**config.mk**
```make
export PLATFORM = sky130hd
export DESIGN_NAME = spi_master_multi
export DESIGN_NICKNAME = d
export VERILOG_FILES = /design/src/rtl/spi_master_multi.sv
export SDC_FILE = /design/constraint.sdc
export NUM_CORES = 1
export LEC_CHECK = 0
export CAP_MARGIN = 10
export CORE_ASPECT_RATIO = 0.75
export CORE_MARGIN = 3
export CORE_UTILIZATION = 40
export DETAILED_ROUTE_END_ITERATION = 7
export PLACE_DENSITY = 0.66
export SYNTH_ARGS = -nofsm -noshare
export SYNTH_HDL_FRONTEND = slang
export SYNTH_SLANG_ARGS = --single-unit
```
**constraint.sdc**
```tcl
create_clock -name Clk -period 7.9 [get_ports Clk]
set_clock_uncertainty 0.05 [all_clocks]
set_input_delay 1.58 -clock Clk [delete_from_list [all_inputs] [get_ports Clk]]
set_output_delay 1.58 -clock Clk [all_outputs]
set_load 0.05 [all_outputs]
```
**src/rtl/spi_master_multi.sv**
```systemverilog
// SPI master with selectable chip-select, run-time CPOL/CPHA and clock divider.
// One frame per Start: LEAD half-period, 2*DATA_W SCLK half-periods, TRAIL half-period.
module spi_master_multi #(
  parameter int DATA_W = 8,
  parameter int NUM_CS = 4,
  parameter int DIV_W  = 8,
  localparam int CS_W  = (NUM_CS > 1) ? $clog2(NUM_CS) : 1
) (
  input  logic              Clk,
  input  logic              Rst_n,
  input  logic              Start,
  output logic              Ready,
  input  logic [DATA_W-1:0] TxData,
  input  logic [CS_W-1:0]   CsSel,
  input  logic              Cpol,
  input  logic              Cpha,
  input  logic [DIV_W-1:0]  ClkDiv,
  output logic [DATA_W-1:0] RxData,
  output logic              RxValid,
  output logic              SCLK,
  output logic [NUM_CS-1:0] CS_n,
  output logic              MOSI,
  input  logic              MISO
);

  localparam int EDGE_W = $clog2(2 * DATA_W);
  localparam logic [EDGE_W-1:0] LAST_EDGE = EDGE_W'(2 * DATA_W - 1);

  typedef enum logic [1:0] {IDLE, LEAD, SHIFT, TRAIL} state_t;

  state_t              state;
  logic [DIV_W-1:0]    div_cnt;
  logic [DIV_W-1:0]    div_q;
  logic [EDGE_W-1:0]   edge_cnt;
  logic                cpha_q;
  logic [DATA_W-1:0]   tx_sh;
  logic [DATA_W-1:0]   rx_sh;

  logic half_end;
  logic sclk_edge;
  logic leading;
  logic launch;
  logic capture;
  logic accept;

  function automatic logic [NUM_CS-1:0] cs_decode(input logic [CS_W-1:0] sel);
    logic [NUM_CS-1:0] m;
    m = '1;
    for (int i = 0; i < NUM_CS; i++)
      if (int'(sel) == i) m[i] = 1'b0;
    return m;
  endfunction

  // Counting up to div_q inclusive keeps the all-ones divider inside DIV_W bits.
  always_comb begin
    half_end  = (div_cnt == div_q);
    sclk_edge = (state == SHIFT) && half_end;
    leading   = ~edge_cnt[0];
    launch    = sclk_edge && (cpha_q ? leading : ~leading);
    capture   = sclk_edge && (cpha_q ? ~leading : leading);
    accept    = (state == IDLE) && Start;
  end

  always_ff @(posedge Clk) begin
    if (accept)
      tx_sh <= Cpha ? TxData : (TxData << 1);
    else if (launch)
      tx_sh <= tx_sh << 1;
    if (capture)
      rx_sh <= {rx_sh[DATA_W-2:0], MISO};
  end

  always_ff @(posedge Clk or negedge Rst_n) begin
    if (!Rst_n) begin
      state    <= IDLE;
      div_cnt  <= '0;
      div_q    <= '0;
      edge_cnt <= '0;
      cpha_q   <= 1'b0;
      SCLK     <= 1'b0;
      CS_n     <= '1;
      MOSI     <= 1'b0;
      Ready    <= 1'b1;
      RxValid  <= 1'b0;
      RxData   <= '0;
    end else begin
      RxValid <= 1'b0;
      case (state)
        IDLE: begin
          if (Start) begin
            state    <= LEAD;
            div_cnt  <= '0;
            edge_cnt <= '0;
            div_q    <= ClkDiv;
            cpha_q   <= Cpha;
            SCLK     <= Cpol;
            CS_n     <= cs_decode(CsSel);
            MOSI     <= Cpha ? 1'b0 : TxData[DATA_W-1];
            Ready    <= 1'b0;
          end
        end
        LEAD: begin
          if (half_end) begin
            div_cnt <= '0;
            state   <= SHIFT;
          end else begin
            div_cnt <= div_cnt + DIV_W'(1);
          end
        end
        SHIFT: begin
          if (half_end) begin
            div_cnt  <= '0;
            SCLK     <= ~SCLK;
            edge_cnt <= edge_cnt + EDGE_W'(1);
            if (launch) MOSI <= tx_sh[DATA_W-1];
            if (edge_cnt == LAST_EDGE) state <= TRAIL;
          end else begin
            div_cnt <= div_cnt + DIV_W'(1);
          end
        end
        TRAIL: begin
          if (half_end) begin
            div_cnt <= '0;
            state   <= IDLE;
            CS_n    <= '1;
            MOSI    <= 1'b0;
            Ready   <= 1'b1;
            RxValid <= 1'b1;
            RxData  <= rx_sh;
          end else begin
            div_cnt <= div_cnt + DIV_W'(1);
          end
        end
        default: state <= IDLE;
      endcase
    end
  end

endmodule

```
==> impl_metrics.toml <==
[synth]
ys_seq_area_frac = 0.542
synth_cell_types = 48
cell_count_after_synthesis = 224
mappedNetlistArea_um2 = 2700
yosys_register_bits = 55
synth-edff-count = 16
yosysWarnings = 0
syn_nets = 256
mean_post_synth_cell_area_um2 = 12.0
async_flop_share = 0.709
dominantRegCellSynth = "sky130_fd_sc_hd__dfrtp_1"

[routing]
dr.first_iter.drc_count = 75
viasPerCell = 5.20
wl_um = 5070
drc_errors = 0
dr.pass1.iters = 5
drtAntennaViolNets = 0
average_wire_length_per_cell_after_detail_routing_um = 14.8
route.vias.total = 1782

[timing]
share_of_the_clock_period_used_by_the_worst_path = 0.420
worst_pin_slew_ns = 1.05
finalHoldViolations = 0
final.min_clock_period_ns = 3.32
finalSetupTns_ns = 0
slew_headroom = 0.291
grt_setup_unrepaired = "false"
max_clock_freq_ghz = 0.301
maxSlewViolCount = 0
setup_viol = 0

[die]
io_pins = 40
die_height_um = 77.1
fp.dieArea_um2 = 7770
core_area_um2 = 6410
row_count = 25
width_of_the_chip_um = 101
initial_core_util = 0.420

[clock_network]
holdBufCountCts = 0
post_cts.resized_instances = 0
htree_levels = 2
clockRootBuffer = "sky130_fd_sc_hd__clkbuf_8"
clock_pin_slew_worst_setup_and_hold_paths_ns = 0.10
clkLatencyLatePin_ns = 0.30
tritoncts_clock_tree = "done"
cts.sinks = 55
post_cts.repair.setup_buffers = 0
clock_path_buffers = 2
cts_inserted_buffers = 5

[grt]
gr_overflow_total = 0
grt_first_pass_wirelength_um = 8640
global_route.usage.total = 0.138
grt_pass1_vias = 1827
initial_antenna_violation_count = 0
grt_max_degree = 40

[worst_setup_path]
cp_slowest_cell = "sky130_fd_sc_hd__clkdlybuf4s50_1"
crit_family = "buffers and inverters"
path_max_fanout = 3
timing.critical_path.arrival_ns = 1.69
critical_path_buf_inv_count = 1
critical_path_required_ns = 6.27
path_class = "reg -> out"
start_kind = "flop"
crit_path_end_kind = "output port"
cpPeakStageDelay_ns = 0.82
cp_cell_sequence = "clkdlybuf4s50_1"

[placement]
io_buffer_count = 39
place.gp.congestion = 0.719
place_area_um2 = 3140
dpl.hpwl_um = 3620

[worst_hold_path]
hp-class = "reg -> reg"

[power]
power.ir.vdd_worst_mv = 0.166
total_leakage_power_nw = 1.37
power.density_nw_per_um2 = 347

[cells_and_area]
ant_diodes = 0
post-route-cell-area_um2 = 3220
fillerInstances = 585
area_growth_pct = 19.6
drive_above_1_share = 0.130
nNetsFinal = 293

[run]
max_cap_viol_count = 0

[status]
outcome = "completed"
power by group:
part | total, mW | leakage, nW | internal, mW | switching [mW]
sequential | 0.446 | 0.612 | 0.386 | 0.0603
combinational | 0.522 | 0.717 | 0.211 | 0.311
clock | 0.151 | 0.0452 | 0.0628 | 0.0885
total | 1.12 | 1.37 | 0.659 | 0.460
cell usage after synthesis, types with 2 or more instances:
cell	number	area (um^2)
sky130_fd_sc_hd__edfxtp_1	16	480
sky130_fd_sc_hd__a22o_1	2	17.5
sky130_fd_sc_hd__mux2_4	8	120
sky130_fd_sc_hd__mux2_2	9	101
sky130_fd_sc_hd__o21ai_1	2	10.0
sky130_fd_sc_hd__a21oi_1	6	30.0
sky130_fd_sc_hd__a2bb2oi_1	2	17.5
sky130_fd_sc_hd__clkbuf_1	7	26.3
sky130_fd_sc_hd__inv_1	9	33.8
sky130_fd_sc_hd__nor2_1	15	56.3
sky130_fd_sc_hd__nor4_1	2	12.5
sky130_fd_sc_hd__mux2_1	2	22.5
sky130_fd_sc_hd__xnor2_1	2	17.5
sky130_fd_sc_hd__nand4_1	3	18.8
sky130_fd_sc_hd__nor3_1	2	10.0
sky130_fd_sc_hd__nor4_4	2	42.5
sky130_fd_sc_hd__dfrtp_1	34	851
sky130_fd_sc_hd__ha_1	8	100
sky130_fd_sc_hd__nand3_1	5	25.0
sky130_fd_sc_hd__dfstp_2	5	131
sky130_fd_sc_hd__and2_1	2	12.5
sky130_fd_sc_hd__xor2_1	11	96.3
sky130_fd_sc_hd__mux2i_1	10	100
sky130_fd_sc_hd__a31oi_1	4	25.0
sky130_fd_sc_hd__o21ai_0	13	65.1
sky130_fd_sc_hd__nand2_1	17	63.8
sky130_fd_sc_hd__and3_1	4	25.0
sky130_fd_sc_hd__o22a_1	2	17.5
worst paths after layout:
| kind | start | end | slack, ns | cells after the start |
|---|---|---|---|---|
| worst max-delay path | CS_n[0] | CS_n[0] | 4.58 | 1 |
| worst max register to register | div_cnt[1] | tx_sh[0] | 4.82 | 5 |
| min in group asynchronous | Rst_n | div_q[6] | 1.33 | 1 |
| worst min register to register | rx_sh[6] | rx_sh[7] | 0.41 | 0 |
| worst min-delay path | rx_sh[6] | rx_sh[7] | 0.41 | 0 |
| max in group asynchronous | Rst_n | RxData[7] | 5.94 | 1 |
flip-flops by register name (all words and copies together) (netlist names):
register and flops:
RxValid 1, Ready 1, div_cnt 8, rx_sh 8, tx_sh 8, edge_cnt 4
CS_n 4, RxData 8, cpha_q 1, SCLK 1, div_q 8, MOSI 1
state 2
kinds of logic after synthesis:
logic type	share of synthesized area
AO/OA/AOI/OAI	0.108
XOR/XNOR	0.0422
adder cells (fa/ha/maj)	0.0371
buffers and inverters	0.0292
flip-flops	0.542
multiplexers	0.128
AND/OR/NAND/NOR	0.114
per-stage QoR:
| stage | std cells | hold WS (ns) | setup WS, ns | utilization | power (mW) |
|---|---|---|---|---|---|
| finish | 343 | 0.411 | 4.58 | 0.503 | 1.12 |
| global route | 343 | 0.428 | 4.50 | 0.503 | 1.20 |
| CTS | 343 | 0.412 | 4.56 | 0.503 | 1.13 |
| detailed placement | 335 | 0.388 | 4.33 | 0.489 | 0.975 |
| global placement | 335 | 0.384 | 4.39 | 0.489 | 0.971 |
| floorplan | 224 | 0.377 | 5.13 | - | 0.838 |
cell usage in the layout (no fill, tap or decap), types with 3 or more instances in the layout:
cell type                         instances
sky130_fd_sc_hd__clkbuf_8                 5
sky130_fd_sc_hd__xor2_1                  11
sky130_fd_sc_hd__o21ai_0                 13
sky130_fd_sc_hd__nor2_1                  15
sky130_fd_sc_hd__nand2_1                 17
sky130_fd_sc_hd__and3_1                   4
sky130_fd_sc_hd__nand4_1                  3
sky130_fd_sc_hd__dfrtp_1                 34
sky130_fd_sc_hd__ha_1                     8
sky130_fd_sc_hd__dfstp_2                  5
sky130_fd_sc_hd__a31oi_1                  4
sky130_fd_sc_hd__edfxtp_1                16
sky130_fd_sc_hd__mux2_4                   8
sky130_fd_sc_hd__inv_1                    9
sky130_fd_sc_hd__a21oi_1                  6
sky130_fd_sc_hd__mux2_2                   9
sky130_fd_sc_hd__clkdlybuf4s50_1         38
sky130_fd_sc_hd__mux2i_1                 10
sky130_fd_sc_hd__nand3_1                  5
metal layers:
metal	GRT usage	share of wire	up-vias
met5	0	0	-
met1	0.198	0.49	877
met2	0.202	0.46	24
met4	0.0377	0.0083	0
li1	-	-	877
met3	0.0391	0.048	4
layout make-up:
| class | instances | area [um^2] | area share |
|---|---|---|---|
| Sequential cell | 55 | 1460 | 0.454 |
| Multi-Input combinational cell | 151 | 1150 | 0.358 |
| Inverter | 9 | 33.8 | 0.0105 |
| Clock buffer | 6 | 72.6 | 0.0225 |
| Tap cell | 81 | 101 | 0.0314 |
| Clock inverter | 2 | 13.8 | 0.00427 |
| Timing Repair Buffer | 39 | 385 | 0.120 |
Power figures use the tool's default switching activity.
